File: src/rtl/pattern_detector_prog.sv
// Programmable serial pattern detector with a runtime-loaded pattern/length,
// overlap or non-overlap matching, and a saturating match counter.
module pattern_detector_prog #(
  parameter int PAT_W = 8,
  parameter int CNT_W = 16,
  localparam int LEN_W = $clog2(PAT_W + 1)
) (
  input  logic             clk,
  input  logic             rst,
  input  logic             cfg_we,
  input  logic [PAT_W-1:0] cfg_pattern,
  input  logic [LEN_W-1:0] cfg_len,
  input  logic             cfg_overlap,
  input  logic             cnt_clr,
  input  logic             v_i,
  input  logic             d_i,
  output logic             pattern_detect,
  output logic [CNT_W-1:0] match_count,
  output logic             cfg_err,
  output logic             armed
);

  typedef enum logic [1:0] {UNCFG, FILL, ARMED} state_t;

  localparam logic [LEN_W-1:0] MAX_LEN = LEN_W'(PAT_W);

  state_t           state_reg, state_next;
  logic [PAT_W-1:0] shift_reg, shift_next;
  logic [LEN_W-1:0] fill_reg, fill_next;
  logic [PAT_W-1:0] pat_reg, pat_next;
  logic [LEN_W-1:0] len_reg, len_next;
  logic             ovl_reg, ovl_next;
  logic             detect_reg, detect_next;
  logic             err_reg, err_next;
  logic [CNT_W-1:0] count_reg, count_next;

  logic [PAT_W-1:0] mask;
  logic [PAT_W-1:0] shifted;
  logic             len_ok;
  logic             reach;
  logic             match;

  // Compare mask: only the low len_reg bits of the window take part.
  generate
    for (genvar gi = 0; gi < PAT_W; gi++) begin : g_mask
      assign mask[gi] = (LEN_W'(gi) < len_reg);
    end
  endgenerate

  assign shifted = {shift_reg[PAT_W-2:0], d_i};
  assign len_ok  = (cfg_len != '0) && (cfg_len <= MAX_LEN);
  // Fill saturates at len, so the window is full once fill+1 hits len or is already there.
  assign reach   = (fill_reg == len_reg) || ((fill_reg + LEN_W'(1)) == len_reg);

  always_comb begin
    state_next = state_reg;
    shift_next = shift_reg;
    fill_next  = fill_reg;
    pat_next   = pat_reg;
    len_next   = len_reg;
    ovl_next   = ovl_reg;
    err_next   = 1'b0;
    match      = 1'b0;

    if (cfg_we && len_ok) begin
      pat_next   = cfg_pattern;
      len_next   = cfg_len;
      ovl_next   = cfg_overlap;
      shift_next = '0;
      fill_next  = '0;
      state_next = FILL;
    end else begin
      if (cfg_we) begin
        err_next = 1'b1;
      end
      if (v_i && (state_reg != UNCFG)) begin
        shift_next = shifted;
        if (reach && ((shifted & mask) == (pat_reg & mask))) begin
          match = 1'b1;
          if (ovl_reg) begin
            fill_next  = len_reg;
            state_next = ARMED;
          end else begin
            fill_next  = '0;
            state_next = FILL;
          end
        end else if (reach) begin
          fill_next  = len_reg;
          state_next = ARMED;
        end else begin
          fill_next = fill_reg + LEN_W'(1);
        end
      end
    end

    detect_next = match;

    count_next = count_reg;
    if (cnt_clr) begin
      count_next = '0;
    end else if (match && (count_reg != {CNT_W{1'b1}})) begin
      count_next = count_reg + CNT_W'(1);
    end
  end

  always_ff @(posedge clk) begin
    if (rst) begin
      state_reg  <= UNCFG;
      shift_reg  <= '0;
      fill_reg   <= '0;
      pat_reg    <= '0;
      len_reg    <= '0;
      ovl_reg    <= 1'b0;
      detect_reg <= 1'b0;
      err_reg    <= 1'b0;
      count_reg  <= '0;
    end else begin
      state_reg  <= state_next;
      shift_reg  <= shift_next;
      fill_reg   <= fill_next;
      pat_reg    <= pat_next;
      len_reg    <= len_next;
      ovl_reg    <= ovl_next;
      detect_reg <= detect_next;
      err_reg    <= err_next;
      count_reg  <= count_next;
    end
  end

  assign pattern_detect = detect_reg;
  assign match_count    = count_reg;
  assign cfg_err        = err_reg;
  assign armed          = (state_reg == ARMED);

endmodule

File: config.mk
export PLATFORM = sky130hd
export DESIGN_NAME = pattern_detector_prog
export DESIGN_NICKNAME = d
export VERILOG_FILES = /design/src/rtl/pattern_detector_prog.sv
export SDC_FILE = /design/constraint.sdc
export NUM_CORES = 1
export LEC_CHECK = 0
export CORE_MARGIN = 4
export CORE_UTILIZATION = 53
export DETAILED_ROUTE_END_ITERATION = 8
export HOLD_SLACK_MARGIN = 0.1
export PLACE_DENSITY = 0.9
export SLEW_MARGIN = 20
export SYNTH_ARGS = -nofsm -noshare
export SYNTH_HDL_FRONTEND = slang
export SYNTH_SLANG_ARGS = --single-unit
File: constraint.sdc
create_clock -name clk -period 2.65 [get_ports clk]
set_input_delay 0.265 -clock clk [delete_from_list [all_inputs] [get_ports clk]]
set_output_delay 0.265 -clock clk [all_outputs]
set_load 0.005 [all_outputs]
==> run_results.csv <==
group,metric,value,unit
power_and_ir_drop,p_leak,0.991,nW
worst_setup_path,crit_chain,"buf_4 > nor2_1 > nand3_1 > a221oi_1 > o221ai_2 > buf_4 > or4b_1 > a21oi_1",
sta,final_hold_viol_count,0,
floorplanning,core-area,4140,µm²
cts,insertion_delay,310,ps
logic_synthesis,synth_area_per_cell,7.87,µm²
grt,grt_max_degree,30,
cts,clockRootBuffer,"clkbuf_8",
power_and_ir_drop,p_int,0.975,mW
grt,grt_antenna_before_repair,0,
worst_setup_path,crit_slowest_cell,"or4b_1",
worst_setup_path,startpoint_type,"flip-flop",
worst_hold_path,hp-class,"reg -> reg",
power_and_ir_drop,p_comb_share,17.0,%
worst_setup_path,cp-end-kind,"flip-flop",
layout,layout_common_cells,"54 x nand2_1, 44 x dfxtp_1, 37 x clkdlybuf4s50_1, 36 x a21oi_1",
logic_synthesis,netlist_top_cells_area,"dfxtp_1 38%, nand2_1 8.6%, a21oi_1 7.7%, xnor2_1 3.4%, nand3_1 3.0%",
logic_synthesis,yosysSeqAreaShare,37.5,%
place,post-dp-hpwl,4.25,mm
power_and_ir_drop,p_switching,0.415,mW
cts,ctsResizeCount,0,
route,drc,0,
logic_synthesis,synth_edf_count,0,
layout,drive_gt1_share,9.20,%
logic_synthesis,yosysTopAreaCell,"dfxtp_1",
floorplanning,io_pins,38,
logic_synthesis,synth_top_area_share,37.5,%
floorplanning,initial_core_util,56.6,%
logic_synthesis,synth-xor-area-share,6.40,%
sta,slew_headroom,58.4,%
route,vias_per_cell,5.96,
logic_synthesis,synthAdderAreaFrac,1.07,%
sta,rsz0062_at_grt,"no",
sta,slew_violations,0,
floorplanning,fp-row-count,23,
logic_synthesis,synthDistinctLibCells,49,
layout,antenna_cells,0,
sta,skew,4.82,ps
layout,final_common_cell,"nand2_1",
grt,track_usage,22.7,%
logic_synthesis,synthArstFlopShare,0,%
run_status,outcome,"completed",
route,vias,2308,
sta,tightest_slew,621,ps
sta,period_needed,2450,ps
logic_synthesis,ys.flop_type,"dfxtp_1",
route,postRouteWirelength,5.76,mm
place,portBuffers,37,
route,routedWlPerCell,14.9,µm
worst_setup_path,max_stage_delay,510,ps
logic_synthesis,synth_compound_area_share,20.2,%
route,drtAntennaViolNets,0,
cts,htree_levels,2,
grt,grt_pass1_vias,2071,
cts,cts_setup_buffers,0,
logic_synthesis,yosys.area_share.simple,28.1,%
power_and_ir_drop,peakVddDrop,0.000383,V
power_and_ir_drop,p_sw_share,29.9,%
power_and_ir_drop,pwr_density_cell,480,nW/µm²
cts,clkTransAtPathRegs,90,ps
layout,multiInputGateArea,1370,µm²
layout,seq_area,881,µm²
power_and_ir_drop,pwr-share-clk,32.8,%
floorplanning,fp.dieW,74.5,µm
logic_synthesis,synth_top_family_by_area,"simple AND/OR/NAND/NOR gates",
logic_synthesis,syn_inst,298,
flow_run,maxCapViolations,0,
cts,clock_sinks,44,
logic_synthesis,synth_area,2350,µm²
worst_setup_path,cpMostUsedCell,"buf_4",
sta,fin_crit_sh,92.3,%
route,first_pass_iters,4,
worst_setup_path,worstSetupStartpoint,"len_reg[2]$_SDFFE_PP0P_",
sta,finalSetupViolCount,0,
layout,final_util,69.9,%
grt,grt_first_pass_wirelength,9.89,mm
place,gp_congestion,0.944,
cts,cts_max_path_buffers,2,
route,dr.first_iter.drc_count,219,
layout,fill_cells,348,
logic_synthesis,synth_nets,319,
sta,whs,474,ps
sta,fmax,409,MHz
logic_synthesis,ys_ff_latch,44,
grt,grt_overflow,0,
cts,cts_tree,"built",
layout,fin_nets,357,
layout,largest_reg_flops,16,
worst_setup_path,r2r-start,"len_reg[2]$_SDFFE_PP0P_",
worst_hold_path,hold_start,"pat_reg[3]$_SDFFE_PP0P_",
layout,area_delta_synth_final,23.4,%
power_and_ir_drop,p_seq_share,50.2,%
floorplanning,dieArea,5550,µm²
cts,postCtsHoldBufs,0,
logic_synthesis,synthMuxAreaShare,2.13,%
worst_setup_path,critPathRequiredTime,2890,ps
cts,numCtsBuffers,5,
sta,tns,0,ps
worst_setup_path,crit_type,"reg -> reg",
floorplanning,die_height,74.5,µm
worst_setup_path,arrival,2690,ps
logic_synthesis,ys_warn_count,0,
worst_setup_path,crit_fanout,29,
power by group through the flow:
stage               clock [mW]  combinational, mW  sequential (mW)
floorplan                    0              0.154            0.703
global placement             0              0.224            0.711
detailed placement           0              0.232            0.712
CTS                      0.459              0.234            0.697
global route             0.491              0.260            0.700
finish                   0.456              0.236            0.697
layout make-up:
cell class | instances | area share (%)
Multi-Input combinational cell | 230 | 47.2
Clock inverter | 3 | 0.908
Tap cell | 50 | 2.16
Inverter | 4 | 0.519
Sequential cell | 44 | 30.4
Timing Repair Buffer | 51 | 16.4
Clock buffer | 5 | 2.38
logic make-up after synthesis:
| kind of cell | count (synthesis) |
|---|---|
| buf+inv | 24 |
| mux | 5 |
| compound gates | 76 |
| xor+xnor | 15 |
| flops | 44 |
| fa+ha+maj | 2 |
| simple gates | 132 |
critical path, delay by kind of cell (launching register included):
family,cells,cell delay [ps]
buffers and inverters,2,430
AOI/OAI and AO/OA,3,690
DFF,1,420
and+or+nand+nor,3,820
layer usage:
metal / vias to the layer above / routed length [µm] / part of all wire [%] / track usage (%)
li1: 1165 / - / - / -
met1: 1055 / 2610 / 45 / 30.9
met2: 83 / 2720 / 47 / 37.5
met3: 5 / 381 / 6.6 / 4.05
met4: 0 / 57 / 0.99 / 5.14
met5: - / 0 / 0 / 0
final timing paths:
kind	to	cells after the start	slack (ps)
min reg2reg	pat_reg[3]$_SDFFE_PP0P_	2	470
max	match_count[4]$_SDFFE_PP0P_	8	200
min	pat_reg[3]$_SDFFE_PP0P_	2	470
max reg2reg	match_count[4]$_SDFFE_PP0P_	8	200
Yosys cell counts (all sizes together) (2+ instances only):
| library cell | instances |
|---|---|
| a31oi | 3 |
| and3 | 2 |
| mux2i | 5 |
| a21o | 3 |
| inv | 4 |
| ha | 2 |
| or4 | 8 |
| nand2 | 54 |
| nor3 | 8 |
| or3 | 11 |
| o31ai | 7 |
| nand4 | 8 |
| nor2 | 14 |
| o21a | 2 |
| clkbuf | 14 |
| nand2b | 3 |
| o41ai | 3 |
| or2 | 2 |
| o311ai | 2 |
| buf | 6 |
| nand3 | 14 |
| xor2 | 5 |
| dfxtp | 44 |
| o211ai | 2 |
| xnor2 | 10 |
| a22oi | 2 |
| nor2b | 2 |
| a21oi | 36 |
| o21ai | 8 |
through the flow:
step / setup WS (ps) / area, µm² / power (mW) / instances
2_1_floorplan: 308 / 2350 / 0.857 / 298
3_3_place_gp: 127 / 2800 / 0.935 / 379
3_5_place_dp: -9.37 / 2800 / 0.945 / 379
4_1_cts: 94.0 / 2890 / 1.39 / 387
5_1_grt: 29.6 / 2900 / 1.45 / 387
6_report: 203 / 2900 / 1.39 / 387
(Power assumes the default switching activity.)
==> RTL change 1: new RTL, config.mk and constraints unchanged <==
Make the reset (`rst`) asynchronous in one clocked block.
--- a/src/rtl/pattern_detector_prog.sv
+++ b/src/rtl/pattern_detector_prog.sv
@@ -103,7 +103,7 @@
     end
   end
 
-  always_ff @(posedge clk) begin
+  always_ff @(posedge clk or posedge rst) begin
     if (rst) begin
       state_reg  <= UNCFG;
       shift_reg  <= '0;
Check against the original RTL: differs if rst is asserted again (counterexample within 4 cycles, from zero or initial values and one cycle with rst high); with rst held inactive, the same outputs for 10 cycles.
==> RTL change 1 against the unedited design <==
  * Setup slack got worse by 0.054 ns
  * Global-route usage decreased by 1.7 points
  * Maximum frequency decreased by 2.2%
  * Cell count decreased by 11%
  * Synthesized area increased by 3.0%
  * Clock skew increased by 0.0062 ns
  * Wire length increased by 0.61%
  * Via count decreased by 9.4%
  * Sequential share of layout area increased by 6.4 points
  * Sequential cell count unchanged
  * Final area increased by 3.3%
  * Critical path type unchanged
  * Largest cell class unchanged
Power is not compared: it rests on default switching activity, and its combinational part moved more than twofold at a synthesized area within 25%.
==> RTL change 1: results (changes against the unedited design) <==
| Metric | Value |
|---|---|
| Outcome | `finished, final reports clean (unchanged)` |
| Adder-Cell Fraction of Synth Area | `0.01035 (was 0.01067)` |
| Proportion of synthesized area in mux cells | `0.06470 (was 0.02133)` |
| Inverter count | `6 (was 4)` |
| Seq. cell area | `0.001101 mm² (was 880.8 µm²)` |
| Min-delay worst type | `in -> async (was reg -> reg)` |
| NonClk Buf Share | `0.1490 (was 0.1642)` |
| Library cells used by synthesis | `41 (was 49)` |
| GR Util All Layers | `0.2093 (was 0.2267)` |
| First-pass GRT wire length | `9101 µm (was 9894 µm)` |
| Top_reg_cell synth | `dfrtp_1 (was dfxtp_1)` |
| Cell count after synthesis | `251 (was 298)` |
| Final Skew | `0.01098 ns (was 0.004819 ns)` |
| Crit path max fanout | `14 (was 29)` |
| NumNets Final | `312 (was 357)` |
| Top post-synthesis cells by area | `dfrtp_1, a21oi_1, mux2_2 (was dfxtp_1, nand2_1, a21oi_1)` |
| Net Count, Synth | `272 (was 319)` |
| Pin count of the biggest net entering global routing | `45 (was 30)` |
| Multi-In Gates | `187 (was 230)` |
| Clock buf count | `7 (was 5)` |
| Placed Cells | `334 (was 379)` |
| Signal buffers | `47 (was 51)` |
| Fraction of layout cells with a size suffix above 1 | `0.1370 (was 0.09199)` |
| Worst setup path startpoint | `fill_reg[0]$_DFFE_PP0P_ (was len_reg[2]$_SDFFE_PP0P_)` |
| Placer Congestion | `0.8650 (was 0.9438)` |
| Syn Area/Cell | `9.631 µm² (was 7.872 µm²)` |
| DR vias/cell | `6.078 (was 5.964)` |
| Most common library cells after synthesis | `dfrtp_1, a21oi_1, nand2_1 (was nand2_1, dfxtp_1, a21oi_1)` |
| Fillcell total | `336 (was 348)` |
| Detailed Route Iter0 Violations | `151 (was 219)` |
| Total number of vias | `2091 (was 2308)` |
| FFs w/ async S/R, synth | `1.000 (was 0)` |
| Post-Place Setup Slack | `0.09076 ns (was -0.009374 ns)` |
| Avg WL per Cell | `16.85 µm (was 14.89 µm)` |
==> RTL change 1: changes by cell type after synthesis, sizes merged, moves of 4 or more <==
| cell | delta |
|---|---|
| xnor2 | +4 |
| or3 | -9 |
| mux2 | +13 |
| or4 | +4 |
| nand2 | -28 |
| nand3 | -4 |
| dfxtp | -44 |
| mux2i | -4 |
| dfrtp | +44 |
| o31ai | +6 |
==> RTL change 1: timing repair <==
item                                    in CTS  in global routing
gates resized for setup                      0                  3
endpoints found under the setup margin       0                 11
buffers inserted                             0                  1
==> RTL change 1: worst reg2reg max path: cells and delay by family (launching register included) <==
family,cells,cell delay (ns)
AND/OR/NAND/NOR,3,0.93
adder cells (fa/ha/maj),1,0.36
AO/OA/AOI/OAI,2,0.53
XOR/XNOR,1,0.15
flip-flops,1,0.46
==> RTL change 1: worst paths after layout <==
| kind | cells past startpoint | end | slack, ns |
|---|---|---|---|
| min in group clk | 1 | pat_reg[0]$_DFFE_PP0P_ | 0.53 |
| worst min-delay path | 3 | pat_reg[0]$_DFFE_PP0P_ | 0.39 |
| worst min register to register | 1 | pat_reg[0]$_DFFE_PP0P_ | 0.53 |
| max in group asynchronous | 3 | state_reg[1]$_DFFE_PP0P_ | 1.88 |
| worst max-delay path | 7 | match_count[7]$_DFFE_PP0P_ | 0.15 |
| worst max register to register | 7 | match_count[7]$_DFFE_PP0P_ | 0.15 |
==> RTL change 1: routing by layer <==
layer  wire length, µm  GRT usage  vias to the layer above
met1              2417     0.2517                     1010
met3               389    0.06596                        7
met5                 0          0                        -
met4                71    0.06408                        0
li1                  -          -                     1002
met2              2917     0.3586                       72
==> RTL change 1: power by group <==
part	switching, mW	internal (mW)	leakage [nW]
clock	0.236	0.212	0.0445
sequential	0.123	0.766	0.577
combinational	0.410	0.351	0.509
total	0.770	1.33	1.13
==> RTL change 2: new RTL, config.mk and constraints unchanged <==
Made on the original files. `PAT_W`: 8 -> 32.
--- a/src/rtl/pattern_detector_prog.sv
+++ b/src/rtl/pattern_detector_prog.sv
@@ -1,7 +1,7 @@
 // Programmable serial pattern detector with a runtime-loaded pattern/length,
 // overlap or non-overlap matching, and a saturating match counter.
 module pattern_detector_prog #(
-  parameter int PAT_W = 8,
+  parameter int PAT_W = 32,
   parameter int CNT_W = 16,
   localparam int LEN_W = $clog2(PAT_W + 1)
 ) (
Ports: changed (resized cfg_len and cfg_pattern); port bits go from 38 to 64. The function was not compared with the original's and may differ.
==> RTL change 2 against the unedited design <==
  * The run now ends with setup timing left
  * Sequential cell count increased by 52
  * Core utilization is 3.9 points higher
  * Critical endpoint is now match_count[11]$_SDFFE_PP0P_
  * Final area rose by 120%
  * Die area is 93% higher
  * Setup slack got worse by 0.50 ns
  * Total power rose by 130%
  * First-iteration DRC count rose by 56%
  * Wire length increased by 140%
  * Synthesized area rose by 110%
==> RTL change 2: results (changes against the unedited design) <==
| Metric | Value |
|---|---|
| Outcome | `finished, violations left (was finished, final reports clean)` |
| Failing checks | `setup timing` |
| Sw Pwr | `930.9 µW (was 414.9 µW)` |
| Comb power frac | `0.223 (was 0.170)` |
| Pin count of the biggest net entering global routing | `37 (was 30)` |
| Worst Setup Slack, final | `-0.2991 ns (was 0.2030 ns)` |
| Worst VDD drop | `337.0 µV (was 383.2 µV)` |
| Post-synthesis sequential area ratio | `0.3974 (was 0.3755)` |
| WHS Endpoint | `shift_reg[6]$_SDFFE_PP0P_ (was pat_reg[3]$_SDFFE_PP0P_)` |
| Fraction of layout cells with a size suffix above 1 | `0.2085 (was 0.09199)` |
| Top post-synthesis cells by area | `dfxtp_1, mux2i_1, nand2_1 (was dfxtp_1, nand2_1, a21oi_1)` |
| Hpwl dp | `9377 µm (was 4253 µm)` |
| Slowest-stage cell, CP | `or4_1 (was or4b_1)` |
| Fillcell total | `575 (was 348)` |
| Seq. cell area | `0.001937 mm² (was 880.8 µm²)` |
| Net Count, Synth | `629 (was 319)` |
| Proportion of synthesized area in mux cells | `0.09314 (was 0.02133)` |
| Placer Congestion | `0.9064 (was 0.9438)` |
| Final setup fails | `18 (was 0)` |
| Post-Place Setup Slack | `-0.3145 ns (was -0.009374 ns)` |
| R2r startpoint | `len_reg[5]$_SDFFE_PP0P_ (was len_reg[2]$_SDFFE_PP0P_)` |
| Placed Cells | `782 (was 379)` |
| Xor/xnor share of the synthesized area | `0.07969 (was 0.06400)` |
| Detailed Route Iter0 Violations | `342 (was 219)` |
| Avg WL per Cell | `17.26 µm (was 14.89 µm)` |
RTL change 2: cell count changes in the layout (fill, tap and decap cells not counted), sizes merged, moves of 15 or more:
cell,delta
nor2,+45
xnor2,+15
buf,+64
dfxtp,+52
nand2,+37
clkdlybuf4s50,+26
o21ai,+15
mux2i,+40
a21oi,+29
RTL change 2: area by class of cell:
type | count | share of cell area
clock buffers | 10 | 0.02119
clock inverters | 5 | 0.009825
inverters | 8 | 0.004623
multi-input cells | 445 | 0.4521
flip-flops and latches | 96 | 0.2982
well taps | 108 | 0.02081
repair buffers | 141 | 0.1932
RTL change 2: metal layers:
| metal | share of wire | GRT usage | vias to the layer above |
|---|---|---|---|
| li1 | - | - | 2273 |
| met1 | 0.38 | 0.2801 | 2339 |
| met2 | 0.51 | 0.4556 | 245 |
| met3 | 0.069 | 0.05659 | 59 |
| met4 | 0.039 | 0.09877 | 0 |
| met5 | 0 | 0 | - |
